## src/rtl/fc_load_pkg.sv

```systemverilog
// Shared types and parameter helpers for the FC weight/bias load sequencer.
package fc_load_pkg;

   typedef enum logic [1:0] {
      ST_IDLE,
      ST_LOAD,
      ST_READY,
      ST_RUN
   } state_t;

   typedef enum logic {
      PH_WEIGHT,
      PH_BIAS
   } phase_t;

   // Number of host words in one complete load (all weights followed by all biases).
   function automatic int calc_total(input int ifm_depth, input int n_wm);
      return n_wm * (ifm_depth + 1);
   endfunction

   function automatic int calc_bias_base(input int base_addr, input int ifm_depth, input int n_wm);
      return base_addr + n_wm * ifm_depth;
   endfunction

endpackage

```

## src/rtl/fc_weight_load_ctrl_if.sv

```systemverilog
// Host write stream, FC-top write port and start/done handshake of the load sequencer.
interface fc_weight_load_ctrl_if #(
   parameter int DATA_WIDTH   = 32,
   parameter int ADDRESS_BITS = 15,
   parameter int NUMBER_OF_WM = 10
) ();
   logic                    host_valid;
   logic                    host_ready;
   logic [DATA_WIDTH-1:0]   host_data;
   logic [ADDRESS_BITS-1:0] host_address;
   logic [DATA_WIDTH-1:0]   riscv_data;
   logic [ADDRESS_BITS-1:0] riscv_address;
   logic [NUMBER_OF_WM-1:0] wm_enable_write;
   logic                    bm_enable_write;
   logic                    start_from_previous;
   logic                    start_to_cu;
   logic                    output_ready;
   logic                    weights_loaded;
   logic                    load_error;

   modport master (
      output host_valid, host_data, host_address, start_from_previous, output_ready,
      input  host_ready, riscv_data, riscv_address, wm_enable_write, bm_enable_write,
             start_to_cu, weights_loaded, load_error
   );

   modport slave (
      input  host_valid, host_data, host_address, start_from_previous, output_ready,
      output host_ready, riscv_data, riscv_address, wm_enable_write, bm_enable_write,
             start_to_cu, weights_loaded, load_error
   );
endinterface

```

## src/rtl/fc_load_ptr.sv

```systemverilog
// Expected-address tracker: flat host address plus memory/word indices and phase,
// stepped by increments only so no divider or multiplier is needed.
module fc_load_ptr
   import fc_load_pkg::*;
#(
   parameter int ADDRESS_BITS = 15,
   parameter int IFM_DEPTH    = 80,
   parameter int NUMBER_OF_WM = 10,
   parameter int BASE_ADDR    = 0,
   localparam int LOCAL_AW    = $clog2(IFM_DEPTH),
   localparam int MEM_W       = (NUMBER_OF_WM > 1) ? $clog2(NUMBER_OF_WM) : 1
) (
   input  logic                    i_clk,
   input  logic                    i_reset,
   input  logic                    i_advance,
   input  logic                    i_clear,
   output logic [ADDRESS_BITS-1:0] o_exp_addr,
   output logic [MEM_W-1:0]        o_mem_idx,
   output logic [LOCAL_AW-1:0]     o_word_idx,
   output phase_t                  o_phase,
   output logic                    o_last
);
   localparam logic [ADDRESS_BITS-1:0] FIRST_ADDR = ADDRESS_BITS'(BASE_ADDR);
   localparam logic [ADDRESS_BITS-1:0] LAST_ADDR  =
      ADDRESS_BITS'(BASE_ADDR + calc_total(IFM_DEPTH, NUMBER_OF_WM) - 1);

   logic [ADDRESS_BITS-1:0] r_exp_addr;
   logic [MEM_W-1:0]        r_mem_idx;
   logic [LOCAL_AW-1:0]     r_word_idx;
   phase_t                  r_phase;

   always_ff @(posedge i_clk) begin
      if (i_reset || i_clear) begin
         r_exp_addr <= FIRST_ADDR;
         r_mem_idx  <= '0;
         r_word_idx <= '0;
         r_phase    <= PH_WEIGHT;
      end else if (i_advance) begin
         r_exp_addr <= r_exp_addr + ADDRESS_BITS'(1);
         if (r_phase == PH_BIAS) begin
            r_mem_idx <= r_mem_idx + MEM_W'(1);
         end else if (r_word_idx == LOCAL_AW'(IFM_DEPTH - 1)) begin
            r_word_idx <= '0;
            // last weight of the last memory hands over to the bias words
            if (r_mem_idx == MEM_W'(NUMBER_OF_WM - 1)) begin
               r_mem_idx <= '0;
               r_phase   <= PH_BIAS;
            end else begin
               r_mem_idx <= r_mem_idx + MEM_W'(1);
            end
         end else begin
            r_word_idx <= r_word_idx + LOCAL_AW'(1);
         end
      end
   end

   assign o_exp_addr = r_exp_addr;
   assign o_mem_idx  = r_mem_idx;
   assign o_word_idx = r_word_idx;
   assign o_phase    = r_phase;
   assign o_last     = (r_exp_addr == LAST_ADDR);

endmodule

```

## src/rtl/fc_weight_load_ctrl.sv

```systemverilog
// Ordered weight/bias loader for one FC layer; gates the layer start until loading is done
// and blocks host writes while the layer computes.
//
// state    | meaning
// ---------+------------------------------------------------------------
// ST_IDLE  | nothing loaded, waiting for the write to BASE_ADDR
// ST_LOAD  | ordered load in progress
// ST_READY | all words loaded, waiting for a start (or a reload at BASE_ADDR)
// ST_RUN   | layer computing, host writes held off until output_ready
module fc_weight_load_ctrl
   import fc_load_pkg::*;
#(
   parameter int DATA_WIDTH   = 32,
   parameter int ADDRESS_BITS = 15,
   parameter int IFM_DEPTH    = 80,
   parameter int NUMBER_OF_WM = 10,
   parameter int BASE_ADDR    = 0,
   localparam int LOCAL_AW    = $clog2(IFM_DEPTH),
   localparam int MEM_W       = (NUMBER_OF_WM > 1) ? $clog2(NUMBER_OF_WM) : 1
) (
   input  logic                  i_clk,
   input  logic                  i_reset,
   fc_weight_load_ctrl_if.slave  bus
);
   state_t                  r_state;
   state_t                  w_state_nxt;
   logic                    w_host_ready;
   logic                    w_accept;
   logic                    w_hit;
   logic                    w_err;
   logic                    w_start_req;
   logic                    w_fire;
   logic                    w_last;
   logic [ADDRESS_BITS-1:0] w_exp_addr;
   logic [MEM_W-1:0]        w_mem_idx;
   logic [LOCAL_AW-1:0]     w_word_idx;
   phase_t                  w_phase;

   logic [NUMBER_OF_WM-1:0] r_wm_en;
   logic                    r_bm_en;
   logic [DATA_WIDTH-1:0]   r_data;
   logic [ADDRESS_BITS-1:0] r_addr;
   logic                    r_start;
   logic                    r_pending;
   logic                    r_err;

   fc_load_ptr #(
      .ADDRESS_BITS (ADDRESS_BITS),
      .IFM_DEPTH    (IFM_DEPTH),
      .NUMBER_OF_WM (NUMBER_OF_WM),
      .BASE_ADDR    (BASE_ADDR)
   ) u_ptr (
      .i_clk      (i_clk),
      .i_reset    (i_reset),
      .i_advance  (w_hit),
      .i_clear    (w_hit & w_last),
      .o_exp_addr (w_exp_addr),
      .o_mem_idx  (w_mem_idx),
      .o_word_idx (w_word_idx),
      .o_phase    (w_phase),
      .o_last     (w_last)
   );

   assign w_host_ready = (r_state != ST_RUN);
   assign w_accept     = bus.host_valid & w_host_ready;
   assign w_hit        = w_accept && (bus.host_address == w_exp_addr);
   assign w_err        = w_accept && !w_hit;
   assign w_start_req  = r_pending | bus.start_from_previous;

   always_ff @(posedge i_clk) begin
      if (i_reset) r_state <= ST_IDLE;
      else         r_state <= w_state_nxt;
   end

   always_comb begin
      w_state_nxt = r_state;
      w_fire      = 1'b0;
      case (r_state)
         ST_IDLE, ST_LOAD: begin
            if (w_hit) begin
               if (w_last) begin
                  // a start waiting for the load fires together with weights_loaded
                  if (w_start_req) begin
                     w_fire      = 1'b1;
                     w_state_nxt = ST_RUN;
                  end else begin
                     w_state_nxt = ST_READY;
                  end
               end else begin
                  w_state_nxt = ST_LOAD;
               end
            end
         end
         ST_READY: begin
            if (w_start_req) begin
               w_fire      = 1'b1;
               w_state_nxt = ST_RUN;
            end else if (w_hit) begin
               w_state_nxt = ST_LOAD;
            end
         end
         ST_RUN: begin
            if (bus.output_ready) w_state_nxt = ST_READY;
         end
         default: w_state_nxt = ST_IDLE;
      endcase
   end

   always_ff @(posedge i_clk) begin
      if (i_reset) begin
         r_pending <= 1'b0;
      end else if (w_fire) begin
         r_pending <= 1'b0;
      end else if (bus.start_from_previous &&
                   ((r_state == ST_IDLE) || (r_state == ST_LOAD) ||
                    ((r_state == ST_RUN) && bus.output_ready))) begin
         r_pending <= 1'b1;
      end
   end

   always_ff @(posedge i_clk) begin
      if (i_reset) begin
         r_wm_en <= '0;
         r_bm_en <= 1'b0;
         r_data  <= '0;
         r_addr  <= '0;
         r_start <= 1'b0;
         r_err   <= 1'b0;
      end else begin
         r_wm_en <= '0;
         r_bm_en <= 1'b0;
         r_start <= w_fire;
         if (w_hit) begin
            r_data <= bus.host_data;
            if (w_phase == PH_WEIGHT) begin
               r_wm_en <= NUMBER_OF_WM'(1) << w_mem_idx;
               r_addr  <= ADDRESS_BITS'(w_word_idx);
            end else begin
               r_bm_en <= 1'b1;
               r_addr  <= ADDRESS_BITS'(w_mem_idx);
            end
         end
         if (w_err) r_err <= 1'b1;
      end
   end

   assign bus.host_ready      = w_host_ready;
   assign bus.riscv_data      = r_data;
   assign bus.riscv_address   = r_addr;
   assign bus.wm_enable_write = r_wm_en;
   assign bus.bm_enable_write = r_bm_en;
   assign bus.start_to_cu     = r_start;
   assign bus.weights_loaded  = (r_state == ST_READY) || (r_state == ST_RUN);
   assign bus.load_error      = r_err;

endmodule

```

## src/flat_wrapper.sv

```systemverilog
// flat-port wrapper written by rule: the top's interface ports become plain ports
module fc_weight_load_ctrl_flat import fc_load_pkg::*;
#(
   parameter int DATA_WIDTH   = 32,
   parameter int ADDRESS_BITS = 15,
   parameter int IFM_DEPTH    = 80,
   parameter int NUMBER_OF_WM = 10,
   parameter int BASE_ADDR    = 0,
   localparam int LOCAL_AW    = $clog2(IFM_DEPTH),
   localparam int MEM_W       = (NUMBER_OF_WM > 1) ? $clog2(NUMBER_OF_WM) : 1
)
  (i_clk, i_reset, bus_host_valid, bus_host_data, bus_host_address, bus_start_from_previous, bus_output_ready, bus_host_ready, bus_riscv_data, bus_riscv_address, bus_wm_enable_write, bus_bm_enable_write, bus_start_to_cu, bus_weights_loaded, bus_load_error);
  fc_weight_load_ctrl_if #(.DATA_WIDTH(DATA_WIDTH), .ADDRESS_BITS(ADDRESS_BITS), .NUMBER_OF_WM(NUMBER_OF_WM)) bus_i ();
  input  logic i_clk;
  input  logic i_reset;
  input wire logic [$bits(bus_i.host_valid)-1:0] bus_host_valid;
  input wire logic [$bits(bus_i.host_data)-1:0] bus_host_data;
  input wire logic [$bits(bus_i.host_address)-1:0] bus_host_address;
  input wire logic [$bits(bus_i.start_from_previous)-1:0] bus_start_from_previous;
  input wire logic [$bits(bus_i.output_ready)-1:0] bus_output_ready;
  output wire logic [$bits(bus_i.host_ready)-1:0] bus_host_ready;
  output wire logic [$bits(bus_i.riscv_data)-1:0] bus_riscv_data;
  output wire logic [$bits(bus_i.riscv_address)-1:0] bus_riscv_address;
  output wire logic [$bits(bus_i.wm_enable_write)-1:0] bus_wm_enable_write;
  output wire logic [$bits(bus_i.bm_enable_write)-1:0] bus_bm_enable_write;
  output wire logic [$bits(bus_i.start_to_cu)-1:0] bus_start_to_cu;
  output wire logic [$bits(bus_i.weights_loaded)-1:0] bus_weights_loaded;
  output wire logic [$bits(bus_i.load_error)-1:0] bus_load_error;
  assign bus_i.host_valid = bus_host_valid;
  assign bus_i.host_data = bus_host_data;
  assign bus_i.host_address = bus_host_address;
  assign bus_i.start_from_previous = bus_start_from_previous;
  assign bus_i.output_ready = bus_output_ready;
  assign bus_host_ready = bus_i.host_ready;
  assign bus_riscv_data = bus_i.riscv_data;
  assign bus_riscv_address = bus_i.riscv_address;
  assign bus_wm_enable_write = bus_i.wm_enable_write;
  assign bus_bm_enable_write = bus_i.bm_enable_write;
  assign bus_start_to_cu = bus_i.start_to_cu;
  assign bus_weights_loaded = bus_i.weights_loaded;
  assign bus_load_error = bus_i.load_error;
  fc_weight_load_ctrl #(.DATA_WIDTH(DATA_WIDTH), .ADDRESS_BITS(ADDRESS_BITS), .IFM_DEPTH(IFM_DEPTH), .NUMBER_OF_WM(NUMBER_OF_WM), .BASE_ADDR(BASE_ADDR)) u_core (.i_clk(i_clk), .i_reset(i_reset), .bus(bus_i));
endmodule
```

## config.mk

```make
export PLATFORM = sky130hd
export DESIGN_NAME = fc_weight_load_ctrl_flat
export DESIGN_NICKNAME = d
export VERILOG_FILES = /design/src/rtl/fc_load_pkg.sv /design/src/rtl/fc_weight_load_ctrl_if.sv /design/src/rtl/fc_load_ptr.sv /design/src/rtl/fc_weight_load_ctrl.sv /design/src/flat_wrapper.sv
export SDC_FILE = /design/constraint.sdc
export NUM_CORES = 1
export LEC_CHECK = 0
export ABC_AREA = 1
export BUFFER_PORTS_ARGS = -buffer_cell sky130_fd_sc_hd__buf_4
export CORE_ASPECT_RATIO = 0.75
export CORE_MARGIN = 10
export CORE_UTILIZATION = 30
export CTS_CLUSTER_DIAMETER = 50
export DETAILED_ROUTE_END_ITERATION = 16
export PLACE_DENSITY = 0.63
export RECOVER_POWER = 100
export SYNTH_ARGS = -nofsm -noshare
export SYNTH_HDL_FRONTEND = slang
export SYNTH_SLANG_ARGS = --single-unit
```

## constraint.sdc

```tcl
create_clock -name i_clk -period 1.6 [get_ports i_clk]
set_input_delay 0.32 -clock i_clk [delete_from_list [all_inputs] [get_ports i_clk]]
set_output_delay 0.32 -clock i_clk [all_outputs]
set_load 0.02 [all_outputs]
```

==> flow_metrics.env <==
export IMPL_met2_length_mm=5.661
export IMPL_wl_per_cell_um=13.05
export IMPL_muxShareOfSynthArea_pct=0
export IMPL_r2r_slack_ps=-20
export IMPL_fin_ws_ps=-23.36
export IMPL_dpl_cell_area_sq_um=5187
export IMPL_period_share_pct=101.5
export IMPL_finalClockSkew_ps=8.065
export IMPL_r2r_start="u_core.u_ptr.o_exp_addr[14]"
export IMPL_syn_to_final_growth_pct=41.74
export IMPL_m1WireLength_mm=5.127
export IMPL_rsz0062_at_grt="yes"
export IMPL_synth_xor_area_share_pct=2.958
export IMPL_nNetsFinal=776
export IMPL_clock_sinks=82
export IMPL_antenna_left=0
export IMPL_drt_initial_drc_count=171
export IMPL_timing_rr_end="u_core.bus.wm_enable_write[3]"
export IMPL_numPortBuffers=105
export IMPL_endpoint_kind="flip-flop"
export IMPL_path_cells="xnor2_1 > nand3_1 > nor2_4 > nand3_4 > nor2_4 > nand4_1 > nor2_1"
export IMPL_synth_avg_cell_area_sq_um=6.800
export IMPL_hold_viol_final=0
export IMPL_synth_seq_cells=82
export IMPL_clk_insertion_delay_late_ps=330
export IMPL_numCtsBuffers=9
export IMPL_drv_cap=0
export IMPL_critPathLaunchType="flip-flop"
export IMPL_cts_buffer_depth=2
export IMPL_drc=0
export IMPL_gr_total_overflow=0
export IMPL_hold_slack_ps=241.4
export IMPL_ff2ff_path_depth=7
export IMPL_setup_viol=6
export IMPL_wl_met3_um=708
export IMPL_grt_start_max_net_pins=42
export IMPL_p_per_area_nw_per_um2=878.0
export IMPL_vdd_ir_drop_worst_mv=0.4997
export IMPL_yosys_warnings=0
export IMPL_ys_seq_area_share_pct=42.65
export IMPL_clockRootBuffer="clkbuf_16"
export IMPL_clk_pin_slew_ps=70
export IMPL_drive_above_1_share_pct=22.58
export IMPL_die_h_um=118.1
export IMPL_min_path_type="in -> reg"
export IMPL_synth_fa_ha_area_share_pct=2.276
export IMPL_cellLeakagePower_nw=2.228
export IMPL_status="finished with violations"
export IMPL_finalInstanceArea_sq_um=5455
export IMPL_violations="setup timing"
export IMPL_routabilityCongestion=0.9203
export IMPL_wirelength_mm=11.59
export IMPL_ys_types=26
export IMPL_synth_compound_area_share_pct=11.57
export IMPL_pin_count=114
export IMPL_syn_inst=566
export IMPL_cts_max_level=3
export IMPL_antenna_found_initial=0
export IMPL_initial_core_util_pct=30.95
export IMPL_core_area_sq_um=12440
export IMPL_cpMostUsedCell="nor2_4"
export IMPL_path_max_fanout=5
export IMPL_via_per_inst=4.498
export IMPL_dieArea_sq_um=17810
export IMPL_num_rows=35
export IMPL_min_period_ps=1623
export IMPL_dp_final_hpwl_mm=8.995
export IMPL_tritoncts="done"
export IMPL_synth_simple_gate_area_share_pct=30.36
export IMPL_fillers=1298
export IMPL_grt_first_pass_wirelength_mm=18.92
export IMPL_min_to="u_core.bus.riscv_data[31]"
export IMPL_die_w_um=150.8
export IMPL_min_path_cells=3
export IMPL_ctsHoldBuffers=0
export IMPL_drt_pass1_iterations=5
export IMPL_hp_start="bus_host_data[31]"
export IMPL_grt_usage_pct=12.69
export IMPL_fmax_mhz=616.0
export IMPL_critical_path_class="reg -> reg"
export IMPL_vias=3994
export IMPL_synth_top_family_by_area="simple AND/OR/NAND/NOR gates"
export IMPL_crit_required_ps=1870
export IMPL_syn_cell_area_sq_um=3849
export IMPL_highest_layer="met4"
export IMPL_cp_slowest_stage_delay_ps=320
export IMPL_crit_arrival_ps=1890
export IMPL_cpMaxStageDelayCell="dfxtp_1"
export IMPL_antenna_cells=0
export IMPL_maxSlewViolCount=0
export IMPL_grt_pass1_vias=3970
report_power, final:
group / internal, W / switching (W)
registers: 0.00204 / 0.00000201
logic: 0.000110 / 0.000108
clock network: 0.00169 / 0.000835
total: 0.00384 / 0.000945
critical path, delay by kind of cell (launching register included):
family / cells / cell delay, ps
flops: 1 / 320
simple gates: 6 / 1010
xor+xnor: 1 / 220
layout make-up:
cell class	count	area (sq um)	share of cell area (%)
multi-input combinational	403	1908	34.98
sequential	82	1657	30.37
timing repair buffer	163	1099	20.14
clock buffer	10	229.0	4.197
inverter	58	217.7	3.991
tap	166	207.7	3.807
clock inverter	6	137.6	2.523
worst max-delay path by stage:
stage                                 from                       endpoint  slack (ps)  cells past startpoint
2_1_floorplan   u_core.u_ptr.o_exp_addr[4]    u_core.bus.riscv_address[0]           6                     11
3_3_place_gp          bus_host_address[14]    u_core.bus.riscv_address[1]        -100                      9
3_5_place_dp          bus_host_address[14]      u_core.bus.riscv_data[23]        -140                      9
4_1_cts         u_core.u_ptr.o_exp_addr[0]      u_core.bus.riscv_data[23]         -30                     11
5_1_grt         u_core.u_ptr.o_exp_addr[2]  u_core.bus.wm_enable_write[6]        -160                     10
6_report       u_core.u_ptr.o_exp_addr[14]  u_core.bus.wm_enable_write[3]         -20                      7
cell usage in the layout, fill, tap and decap left out, types with 2 or more instances in the layout:
cell / n
nor2_1: 36
nand3_1: 17
dfxtp_1: 72
nor2_2: 3
nand4_1: 9
clkbuf_1: 55
buf_12: 5
nand2_1: 197
ha_1: 6
a21oi_2: 2
buf_4: 101
xnor2_1: 3
a21oi_1: 69
inv_2: 10
nor3_1: 11
nor2_4: 4
o21ai_0: 13
nor3_2: 2
xor2_1: 10
o21ai_1: 2
inv_1: 47
clkbuf_16: 9
bufinv_16: 4
conb_1: 8
dfxtp_2: 9
buf_6: 2
nand2_2: 4
state kept, by name (all words and copies together) (netlist names), 2 cells and up:
| name | flops |
|---|---|
| u_core.bus.riscv_data | 32 |
| u_core.u_ptr.o_exp_addr | 15 |
| u_core.bus.wm_enable_write | 10 |
| u_core.bus.riscv_address | 7 |
| u_core.u_ptr.o_word_idx | 7 |
| u_core.u_ptr.o_mem_idx | 4 |
| u_core.r_state | 2 |
stage by stage:
step | utilization (%) | total power [W] | setup WS, ps | instances | TNS (ps)
6_report | 43.86 | 0.004790 | -23.36 | 888 | -40.49
2_1_floorplan | - | 0.002190 | 5.942 | 573 | 0
5_1_grt | 43.86 | 0.004962 | -162.3 | 888 | -8999
4_1_cts | 45.08 | 0.004839 | -29.91 | 888 | -217.0
3_3_place_gp | 41.71 | 0.002298 | -104.0 | 871 | -6036
3_5_place_dp | 41.71 | 0.002302 | -141.1 | 871 | -7866
metal layers:
metal  vias up  global-route usage [%]
met5         -                       0
met4         0                   2.941
met3        10                   3.957
met2        91                   21.79
met1      1823                   14.90
li1       2070                       -
Yosys cell counts:
| cell | number | share of area (%) |
|---|---|---|
| a211o_1 | 1 | 0.23 |
| a21oi_1 | 71 | 9.2 |
| a31oi_1 | 1 | 0.16 |
| buf_2 | 7 | 0.91 |
| buf_4 | 13 | 2.5 |
| clkbuf_1 | 10 | 0.98 |
| clkinv_1 | 1 | 0.097 |
| conb_1 | 1 | 0.097 |
| dfxtp_1 | 82 | 43 |
| ha_1 | 7 | 2.3 |
| inv_1 | 50 | 4.9 |
| inv_2 | 7 | 0.68 |
| nand2_1 | 202 | 20 |
| nand3_1 | 17 | 2.2 |
| nand3_2 | 1 | 0.26 |
| nand4_1 | 9 | 1.5 |
| nor2_1 | 39 | 3.8 |
| nor2_2 | 2 | 0.33 |
| nor2_4 | 2 | 0.59 |
| nor3_1 | 13 | 1.7 |
| o21ai_0 | 13 | 1.7 |
| o21ai_1 | 2 | 0.26 |
| or2_0 | 1 | 0.16 |
| or2_2 | 1 | 0.16 |
| xnor2_1 | 3 | 0.68 |
| xor2_1 | 10 | 2.3 |
logic make-up (layout without fill, tap and decap cells):
logic type | Yosys count | count (layout)
buffers and inverters | 88 | 237
other | 1 | 8
AND/OR/NAND/NOR | 287 | 287
AO/OA/AOI/OAI | 88 | 88
XOR/XNOR | 13 | 13
flip-flops | 82 | 82
adder cells (fa/ha/maj) | 7 | 7
timing repair:
item	CTS	global route
endpoints found under the setup margin	79	80
pin swaps	2	2
cloned	0	0
setup buffers	1	0
resized for setup	16	19
endpoints found under the hold margin	0	0
No activity file was read; power rests on OpenSTA's default activity.
